<file path="src/rtl/pll_phase_mgr.sv">
// pll_phase_mgr
// Sits beside the ECP5 EHXPLLL on the 25 MHz board oscillator.
//   - qualifies the raw PLL LOCK through a 2-FF synchroniser and a
//     consecutive-high counter
//   - sequences PLL reset with a lock timeout and a saturating retry count
//   - releases N_DOM downstream domain resets in staggered order
//   - optionally drives the PLL dynamic-phase ports as a request/done engine
// Optional feature macro: PLL_PHASE_STEP_EN (defined = phase engine built,
// undefined = phase outputs tied to their idle values, step inputs ignored).
// Ports:
//   clk_25mhz, rst (async, active high)    controller clock and reset
//   pll_lock                               raw EHXPLLL LOCK (asynchronous)
//   pll_rst, phasesel, phasedir, phasestep to the EHXPLLL
//   locked, rst_dom, retries               qualified lock, domain resets, timeouts
//   step_req/sel/dir/cnt                   phase-step request
//   step_busy, step_done, step_err         phase-step status
module pll_phase_mgr #(
    parameter int N_DOM          = 2,
    parameter int RST_CYCLES     = 16,
    parameter int LOCK_CYCLES    = 1024,
    parameter int TIMEOUT_CYCLES = 65536,
    parameter int STAGGER        = 8,
    parameter int STEP_LOW       = 4,
    parameter int STEP_HIGH      = 4
) (
    input  logic             clk_25mhz,
    input  logic             rst,
    input  logic             pll_lock,
    output logic             pll_rst,
    output logic [1:0]       phasesel,
    output logic             phasedir,
    output logic             phasestep,
    output logic             locked,
    output logic [N_DOM-1:0] rst_dom,
    output logic [3:0]       retries,
    input  logic             step_req,
    input  logic [1:0]       step_sel,
    input  logic             step_dir,
    input  logic [7:0]       step_cnt,
    output logic             step_busy,
    output logic             step_done,
    output logic             step_err
);

    // One shared timer serves all three main states: reset pulse length,
    // lock timeout, and the saturating stagger count while running.
    localparam int STG_MAX  = STAGGER * N_DOM;
    localparam int TIM_MAX0 = (RST_CYCLES > TIMEOUT_CYCLES) ? RST_CYCLES : TIMEOUT_CYCLES;
    localparam int TIM_MAX  = (TIM_MAX0 > STG_MAX) ? TIM_MAX0 : STG_MAX;
    localparam int TIM_W    = $clog2(TIM_MAX + 1);
    localparam int LOCK_W   = $clog2(LOCK_CYCLES + 1);
    localparam logic [TIM_W-1:0]  TIM_RST_LAST = TIM_W'(RST_CYCLES - 1);
    localparam logic [TIM_W-1:0]  TIM_TMO_LAST = TIM_W'(TIMEOUT_CYCLES - 1);
    localparam logic [TIM_W-1:0]  TIM_STG_MAX  = TIM_W'(STG_MAX);
    localparam logic [LOCK_W-1:0] LOCK_LAST    = LOCK_W'(LOCK_CYCLES - 1);

    typedef enum logic [1:0] {S_PLLRST, S_WAIT, S_RUN} main_state_t;

    main_state_t       state_r, state_s;
    logic [TIM_W-1:0]  tim_r, tim_s;
    logic [LOCK_W-1:0] lock_cnt_r, lock_cnt_s;
    logic [3:0]        retries_r, retries_s;
    logic              lock_meta_r, lock_sync_r;
    logic              pll_rst_r, locked_r;
    logic [N_DOM-1:0]  rst_dom_r, rst_dom_s;
    logic              lock_drop_s;

    // Two-flop synchroniser for the asynchronous PLL lock
    always_ff @(posedge clk_25mhz or posedge rst) begin
        if (rst) begin
            lock_meta_r <= 1'b0;
            lock_sync_r <= 1'b0;
        end else begin
            lock_meta_r <= pll_lock;
            lock_sync_r <= lock_meta_r;
        end
    end

    // Main FSM next-state: reset pulse, lock qualification/timeout, run
    always_comb begin
        state_s     = state_r;
        tim_s       = tim_r;
        lock_cnt_s  = lock_cnt_r;
        retries_s   = retries_r;
        lock_drop_s = 1'b0;
        case (state_r)
            S_PLLRST: begin
                lock_cnt_s = '0;
                if (tim_r == TIM_RST_LAST) begin
                    state_s = S_WAIT;
                    tim_s   = '0;
                end else begin
                    tim_s = tim_r + TIM_W'(1);
                end
            end
            S_WAIT: begin
                // Lock qualification wins over a timeout on the same cycle.
                if (lock_sync_r && (lock_cnt_r == LOCK_LAST)) begin
                    state_s    = S_RUN;
                    tim_s      = '0;
                    lock_cnt_s = '0;
                end else if (tim_r == TIM_TMO_LAST) begin
                    state_s    = S_PLLRST;
                    tim_s      = '0;
                    lock_cnt_s = '0;
                    if (retries_r != 4'hF) begin
                        retries_s = retries_r + 4'd1;
                    end else begin
                        retries_s = retries_r;
                    end
                end else begin
                    tim_s = tim_r + TIM_W'(1);
                    if (lock_sync_r) begin
                        lock_cnt_s = lock_cnt_r + LOCK_W'(1);
                    end else begin
                        lock_cnt_s = '0;
                    end
                end
            end
            S_RUN: begin
                if (!lock_sync_r) begin
                    state_s     = S_PLLRST;
                    tim_s       = '0;
                    lock_drop_s = 1'b1;
                end else if (tim_r != TIM_STG_MAX) begin
                    tim_s = tim_r + TIM_W'(1);
                end else begin
                    tim_s = tim_r;
                end
            end
            default: begin
                state_s    = S_PLLRST;
                tim_s      = '0;
                lock_cnt_s = '0;
            end
        endcase
    end

    // Domain reset i releases once the run timer reaches STAGGER*(i+1)
    always_comb begin
        rst_dom_s = '1;
        for (int i = 0; i < N_DOM; i++) begin
            if ((state_s == S_RUN) && (int'(tim_s) >= STAGGER * (i + 1))) begin
                rst_dom_s[i] = 1'b0;
            end else begin
                rst_dom_s[i] = 1'b1;
            end
        end
    end

    // Main FSM state, counters and registered lock-side outputs
    always_ff @(posedge clk_25mhz or posedge rst) begin
        if (rst) begin
            state_r    <= S_PLLRST;
            tim_r      <= '0;
            lock_cnt_r <= '0;
            retries_r  <= 4'd0;
            pll_rst_r  <= 1'b1;
            locked_r   <= 1'b0;
            rst_dom_r  <= '1;
        end else begin
            state_r    <= state_s;
            tim_r      <= tim_s;
            lock_cnt_r <= lock_cnt_s;
            retries_r  <= retries_s;
            pll_rst_r  <= (state_s == S_PLLRST);
            locked_r   <= (state_s == S_RUN);
            rst_dom_r  <= rst_dom_s;
        end
    end

    assign pll_rst = pll_rst_r;
    assign locked  = locked_r;
    assign rst_dom = rst_dom_r;
    assign retries = retries_r;

`ifdef PLL_PHASE_STEP_EN
    localparam int PH_MAX0 = (STEP_LOW > STEP_HIGH) ? STEP_LOW : STEP_HIGH;
    localparam int PH_MAX  = (PH_MAX0 > 2) ? PH_MAX0 : 2;
    localparam int PH_W    = $clog2(PH_MAX + 1);
    localparam logic [PH_W-1:0] PH_SETUP_LAST = PH_W'(1);
    localparam logic [PH_W-1:0] PH_LOW_LAST   = PH_W'(STEP_LOW - 1);
    localparam logic [PH_W-1:0] PH_HIGH_LAST  = PH_W'(STEP_HIGH - 1);

    typedef enum logic [2:0] {P_IDLE, P_SETUP, P_LOW, P_HIGH, P_DONE} phase_state_t;

    phase_state_t    p_state_r, p_state_s;
    logic [PH_W-1:0] p_tim_r, p_tim_s;
    logic [7:0]      steps_left_r, steps_left_s;
    logic [1:0]      phasesel_r, phasesel_s;
    logic            phasedir_r, phasedir_s;
    logic            phasestep_r, phasestep_s;
    logic            busy_r, busy_s;
    logic            done_r, done_s;
    logic            err_r, err_s;

    // Phase engine next-state; lock loss aborts from any active state
    always_comb begin
        p_state_s    = p_state_r;
        p_tim_s      = p_tim_r;
        steps_left_s = steps_left_r;
        phasesel_s   = phasesel_r;
        phasedir_s   = phasedir_r;
        phasestep_s  = phasestep_r;
        done_s       = 1'b0;
        err_s        = 1'b0;
        if ((p_state_r != P_IDLE) && lock_drop_s) begin
            p_state_s   = P_IDLE;
            p_tim_s     = '0;
            phasestep_s = 1'b1;
            done_s      = 1'b1;
            err_s       = 1'b1;
        end else begin
            case (p_state_r)
                P_IDLE: begin
                    phasestep_s = 1'b1;
                    // busy_r still high here means the done cycle just ended.
                    if (step_req && locked_r && !lock_drop_s && !busy_r) begin
                        p_state_s    = P_SETUP;
                        p_tim_s      = '0;
                        phasesel_s   = step_sel;
                        phasedir_s   = step_dir;
                        steps_left_s = step_cnt;
                    end else begin
                        p_state_s = P_IDLE;
                    end
                end
                P_SETUP: begin
                    if (p_tim_r == PH_SETUP_LAST) begin
                        p_tim_s = '0;
                        if (steps_left_r == 8'd0) begin
                            p_state_s = P_DONE;
                        end else begin
                            p_state_s   = P_LOW;
                            phasestep_s = 1'b0;
                        end
                    end else begin
                        p_tim_s = p_tim_r + PH_W'(1);
                    end
                end
                P_LOW: begin
                    if (p_tim_r == PH_LOW_LAST) begin
                        p_tim_s     = '0;
                        p_state_s   = P_HIGH;
                        phasestep_s = 1'b1;
                    end else begin
                        p_tim_s = p_tim_r + PH_W'(1);
                    end
                end
                P_HIGH: begin
                    if (p_tim_r == PH_HIGH_LAST) begin
                        p_tim_s = '0;
                        if (steps_left_r == 8'd1) begin
                            p_state_s = P_DONE;
                        end else begin
                            steps_left_s = steps_left_r - 8'd1;
                            p_state_s    = P_LOW;
                            phasestep_s  = 1'b0;
                        end
                    end else begin
                        p_tim_s = p_tim_r + PH_W'(1);
                    end
                end
                P_DONE: begin
                    p_state_s = P_IDLE;
                    done_s    = 1'b1;
                end
                default: begin
                    p_state_s   = P_IDLE;
                    p_tim_s     = '0;
                    phasestep_s = 1'b1;
                end
            endcase
        end
        // busy covers the done cycle and drops on the following one
        busy_s = (p_state_s != P_IDLE) || done_s;
    end

    // Phase engine state and registered phase/status outputs
    always_ff @(posedge clk_25mhz or posedge rst) begin
        if (rst) begin
            p_state_r    <= P_IDLE;
            p_tim_r      <= '0;
            steps_left_r <= 8'd0;
            phasesel_r   <= 2'd0;
            phasedir_r   <= 1'b0;
            phasestep_r  <= 1'b1;
            busy_r       <= 1'b0;
            done_r       <= 1'b0;
            err_r        <= 1'b0;
        end else begin
            p_state_r    <= p_state_s;
            p_tim_r      <= p_tim_s;
            steps_left_r <= steps_left_s;
            phasesel_r   <= phasesel_s;
            phasedir_r   <= phasedir_s;
            phasestep_r  <= phasestep_s;
            busy_r       <= busy_s;
            done_r       <= done_s;
            err_r        <= err_s;
        end
    end

    assign phasesel  = phasesel_r;
    assign phasedir  = phasedir_r;
    assign phasestep = phasestep_r;
    assign step_busy = busy_r;
    assign step_done = done_r;
    assign step_err  = err_r;
`else
    logic unused_step_s;
    assign unused_step_s = ^{step_req, step_sel, step_dir, step_cnt, lock_drop_s};

    assign phasesel  = 2'd0;
    assign phasedir  = 1'b0;
    assign phasestep = 1'b1;
    assign step_busy = 1'b0;
    assign step_done = 1'b0;
    assign step_err  = 1'b0;
`endif

endmodule

</file>
<file path="config.mk">
export PLATFORM = sky130hd
export DESIGN_NAME = pll_phase_mgr
export DESIGN_NICKNAME = d
export VERILOG_FILES = /design/src/rtl/pll_phase_mgr.sv
export SDC_FILE = /design/constraint.sdc
export NUM_CORES = 1
export LEC_CHECK = 0
export ABC_AREA = 1
export ABC_CLOCK_PERIOD_IN_PS = 3100
export BUFFER_PORTS_ARGS = -buffer_cell sky130_fd_sc_hd__buf_2
export CORE_UTILIZATION = 30
export DETAILED_ROUTE_END_ITERATION = 16
export RECOVER_POWER = 25
export SLEW_MARGIN = 10
export SYNTH_ARGS = -nofsm -noshare
export SYNTH_HDL_FRONTEND = slang
export SYNTH_SLANG_ARGS = --single-unit
</file>
<file path="constraint.sdc">
create_clock -name clk_25mhz -period 3.1 [get_ports clk_25mhz]
set_input_delay 0.62 -clock clk_25mhz [delete_from_list [all_inputs] [get_ports clk_25mhz]]
set_output_delay 0.62 -clock clk_25mhz [all_outputs]
set_load 0.1 [all_outputs]
</file>
Word-level counts from Yosys, hierarchy flattened

Index checks and enable logic that the tools add are counted.
Widths: inputs -> output; s select.

Register bits: 40
Bits in latches: 0
Bits in writable memories: 0
ROM bits: 0
Input port bits: 15
Output and inout port bits: 15
Logic and storage cells: 46
Memories: 0

$add $sub $neg: 3
Multipliers: 0
Divide/modulo/power cells: 0
Magnitude comparators: 2
Equal/unequal tests: 8
Shift operators: 0
Multiplexer cells: 17
Bitwise gates (word level): 1
Reductions and logical operators: 6

Operator list:

| operator              | count |
|---|---|
| $mux 17               | 5 |
| $pmux 17 s3           | 1 |
| $mux 11               | 3 |
| $pmux 11 s2           | 1 |
| $add 17x1->17 const B | 1 |
| $eq 17x16->1 const B  | 1 |
| $eq 17x4->1 const B   | 1 |
| $ge 17x4->1 const B   | 1 |
| $ge 17x5->1 const B   | 1 |
| $ne 17x5->1 const B   | 1 |
| $add 11x1->11 const B | 1 |
| $eq 11x10->1 const B  | 1 |
| $mux 2                | 4 |
| $pmux 2 s3            | 1 |
| $add 4x1->4 const B   | 1 |
| $eq 2x2->1 const B    | 2 |
| $logic_not 2->1       | 2 |
| $ne 4x4->1 const B    | 1 |
| $reduce_and 4->1      | 1 |
| $logic_and 1x1->1     | 3 |
| $eq 2x1->1 const B    | 1 |
| $mux 1                | 2 |
| $not 1->1             | 1 |

Longest topological paths before layout

Depth in word-level cells: 7
Depth in mapped cells: 16
Depth with buffers taken out: 16

Worst setup path before layout

Ideal clock, no wire load.

Path kind: flip-flop to flip-flop
From: register tim_r[0]
To: register tim_r[0]
Arrival time: 2.110 ns
Required time: 2.980 ns
Slack: 0.870 ns
Cell stages (with the launch flop): 15
Buffers on the path: 1
Clock period less this slack: 2.230 ns
Path through: dfrtp_1 ha_1 nand3_2 inv_1 nand2_1 nor2_1 nand4_1 nor3_1 ha_1 inv_1 nand3_2 nand3_4 buf_2 o211ai_1 inv_1

Longest elaborated chain between the ends: 4

Ends and longest elaborated chain:

| what                                        | line         | RTL |
|---|---|---|
| start, declared                             | 60           | `logic [TIM_W-1:0] tim_r, tim_s;` |
| start signal, assigned                      | 163          | `tim_r <= tim_s;` |
| $add 17x1->17, or another cell as far along | 93, 112, 126 |  |
| $mux 17 (on tied branches)                  | 125, 102     |  |
| $mux 17 (on tied branches)                  | 121, 98      |  |
| $pmux 17 s3 *                               | 86           | `case (state_r)` |
| named net tim_s[0]                          | 60           |  |

The timed path passes the listed nets; every way through them passes the cells marked *.
A chain may end at the register's enable or synchronous reset.

Worst setup path in the final report

From: register tim_r[0]
To: register rst_dom_r[1], in the netlist rst_dom[1]

Longest elaborated chain between the ends: 7

Ends and longest elaborated chain:

| what                                             | line         | RTL |
|---|---|---|
| $add 17x1->17, or another cell as far along      | 93, 112, 126 |  |
| $mux 17, or another cell as far along            | 125          | `end else if (tim_r != TIM_STG_MAX) begin` |
| $mux 17, or another cell as far along            | 121          | `if (!lock_sync_r) begin` |
| $pmux 17 s3 / $pmux 2 s3 (equally long branches) | 86           |  |
| $ge 17x5->1 / $eq 2x2->1 (equally long branches) | 143          | `if ((state_s == S_RUN) && (int'(tim_s) >= STAGGER * (i + 1))) begin` |
| $logic_and 1x1->1 *                              | 143          |  |
| $mux 1 *                                         | 143          |  |
| named net rst_dom_s[1]                           | 65           | `logic [N_DOM-1:0] rst_dom_r, rst_dom_s;` |
| end signal, assigned                             | 168          | `rst_dom_r <= rst_dom_s;` |
| end, declared                                    | 65           |  |

Marked as above.

==> impl_results.md <==
- Status: complete, but fails checks
- Failing checks: max-capacitance violations, max-slew violations
- Hold Path Stages: 0
- Max capacitance violation total: 1
- Distinct cells, synth: 39
- Clk buf depth: 2
- Row count: 31
- Endpoint, Worst Hold: lock_sync_r
- Tot GR Track Use: 11.7%
- Chip width: 89.9 um
- Hold-fix buffers at CTS: 0
- Max Slew Vio Count: 41
- Critical path, cell by cell: ha_1 > nand3_2 > inv_1 > nand2_1 > nor2_1 > nand4_1 > nor3_1 > ha_1 > inv_1 > nand3_2 > nand3_4 > nand2_1 > nand2_1 > nor2_2 > nand3_1 > nand2_1
- Slowest CP cell: dfrtp_1
- Routed len/inst: 10.5 um
- CTS root buf: clkbuf_8
- Final Hold Vio Count: 0
- RePlAce Congestion: 0.780
- Hold Crit Class: reg -> reg
- Yosys top cell area share: 39.9%
- Post-DP HPWL: around 3.1 mm
- Vias per cell: between 4 and 5
- Critical path's most frequent cell: nand2_1
- ANT nets after route: 0
- Initial Utilization: between 30% and 40%
- RSZ-0062 raised after global routing: false
- Vias: 1788
- Area delta synth->final: 10.4%
- H-tree depth: 2
- Number of post-CTS setup repair buffers: 0
- Reg2reg setup slack: 0.39 ns
- PortBufs: 10
- Primary FF master, synth: dfrtp_1
- Async SR Flop Fraction: 100%
- EDFF count, synth: 0
- PwrDens: 369 nW/um2
- CORE AREA: 7370 um2
- Detailed Route Iter0 Violations: 75
- Startpoint types: flip-flop
- Synth area leaders: dfrtp_1, nand2_1, inv_1
- Clk_skew: 0.00355 ns
- WHS: 0.352 ns
- Final WL: 4.22 mm
- Tightest Pin Transition: 2.10 ns
- First-pass GRT wire length: 7.55 mm
- Period utilization: 87.6%
- Seq/Total Area, Yosys: 43.3%
- Fraction of layout cells with a size suffix above 1: 14.5%
- CTS tree: yes
- Fin worst setup slack: just under 0.4 ns
- TritonCTS buffer count: 5
- Crit. End Element: flip-flop
- VDD IR max: 0.153 mV
- Reg clk slew, reported paths: 0.08 ns
- Rel. slew slack: -40.2%
- Initial antenna violation count: 0
- CP Class: reg -> reg
- Top cell type by total area after synthesis: dfrtp_1
- Crit path required time: 3.35 ns
- Setup violators final: 0
- Die area: 8080 um2
- Critical path fanouts, max: 19
- N_diodes: 0
- Drt drc: 0
- IO Count: 30
- Clk sinks: 40
- Final TNS setup: 0 ns
- Fin util: 34.7%
- Reg2reg start: tim_r[0]
- CP delay by family, top: simple AND/OR/NAND/NOR gates
- WP buf/inv: 2
- Peak Freq: 0.368 GHz
- Pre-CTS WS: 0.377 ns
- Clk_lat worst skew: 0.30 ns
- Vias in the first global route: 1690
- Drt first pass iters: 4
- Leakage: 1.29 nW
- Worst path max stage delay: ~0.4 ns
- Die height: 89.9 um
- Most frequent cells in the layout: nand2_1, inv_1, dfrtp_1, nor2_1, nand3_1
- Synth Instances: 287
- #FFs+latches synth: 40
- Largest net degree at the start of global routing: 41
- Post_cts resized: 0
- Total gr overflow: 0
- Post-Syn Area: 2320 um2
- Worst EP arrival: 2.96 ns
- Number of synthesis warnings: 0
- Commonest non-fill, non-tap cell in the layout: nand2_1
- Fin nets: 324
- Syn Area/Cell: 8.08 um2
- Hold Crit Start: lock_meta_r
- R2R Path End: rst_dom[1]
- Final min period: 2.71 ns
- Worst R2R Path Depth: 16
-- per-layer routing --
metal	track usage [%]	routed length [um]	vias to the layer above
met3	2.62	132	6
met4	5.24	89	0
li1	-	-	928
met1	14.7	2030	831
met5	0	0	-
met2	19.2	1970	23
-- kinds of logic (layout without fill, tap and decap cells) --
logic type / Yosys count / count (layout) / share of synthesized area [%]
AND/OR/NAND/NOR: 139 / 139 / 28.5
buffers and inverters: 55 / 67 / 10.1
flip-flops: 40 / 40 / 43.3
AO/OA/AOI/OAI: 28 / 28 / 7.88
XOR/XNOR: 15 / 15 / 5.67
adder cells (fa/ha/maj): 6 / 6 / 3.24
other: 2 / 7 / 0.324
multiplexers: 2 / 2 / 0.917
-- power by group --
part	switching (W)	total [W]	leakage (nW)	internal (W)
logic	0.0000525	0.0000592	0.723	0.00000669
clock network	0.000198	0.000357	0.0404	0.000159
registers	0.00000318	0.000529	0.527	0.000526
-- Yosys cell counts (all sizes together) (2+ instances only) --
cell type and instances:
nand2 68, inv 46, dfrtp 37, nor2 37, nand3 19, o21ai 11, buf 9, xor2 9
nand4 8, ha 6, xnor2 6, nor3 4, o31ai 4, a21oi 3, dfstp 3, conb 2
o21bai 2
-- per-stage QoR --
stage,cell area (um2),total power (W),cells
2_1_floorplan,2340,0.000598,292
3_3_place_gp,2470,0.000600,395
3_5_place_dp,2470,0.000601,395
4_1_cts,2560,0.000966,403
5_1_grt,2560,0.000990,403
6_report,2560,0.000945,403
-- area by class of cell --
class / instances / area, um2
inverter: 46 / 173
multi-input combinational: 197 / 1100
clock buffer: 5 / 68.8
clock inverter: 3 / 23.8
sequential: 40 / 1000
fill: 775 / 4810
tap: 99 / 124
timing repair buffer: 13 / 68.8
-- state kept, by name (all words and copies together), names as in the netlist --
register     flops
lock_cnt_r      11
lock_meta_r      1
lock_sync_r      1
locked           1
pll_rst          1
retries          4
rst_dom          2
state_r          2
tim_r           17
-- how the worst max path moves through the flow --
stage              from          to  slack, ns  cells after the start
2_1_floorplan  tim_r[0]    tim_r[0]       0.87                     14
3_3_place_gp   tim_r[0]  rst_dom[0]       0.40                     16
3_5_place_dp   tim_r[0]  rst_dom[1]       0.38                     16
4_1_cts        tim_r[0]  rst_dom[1]       0.35                     16
5_1_grt        tim_r[0]  rst_dom[1]       0.12                     16
6_report       tim_r[0]  rst_dom[1]       0.39                     16
(Power assumes the default switching activity.)
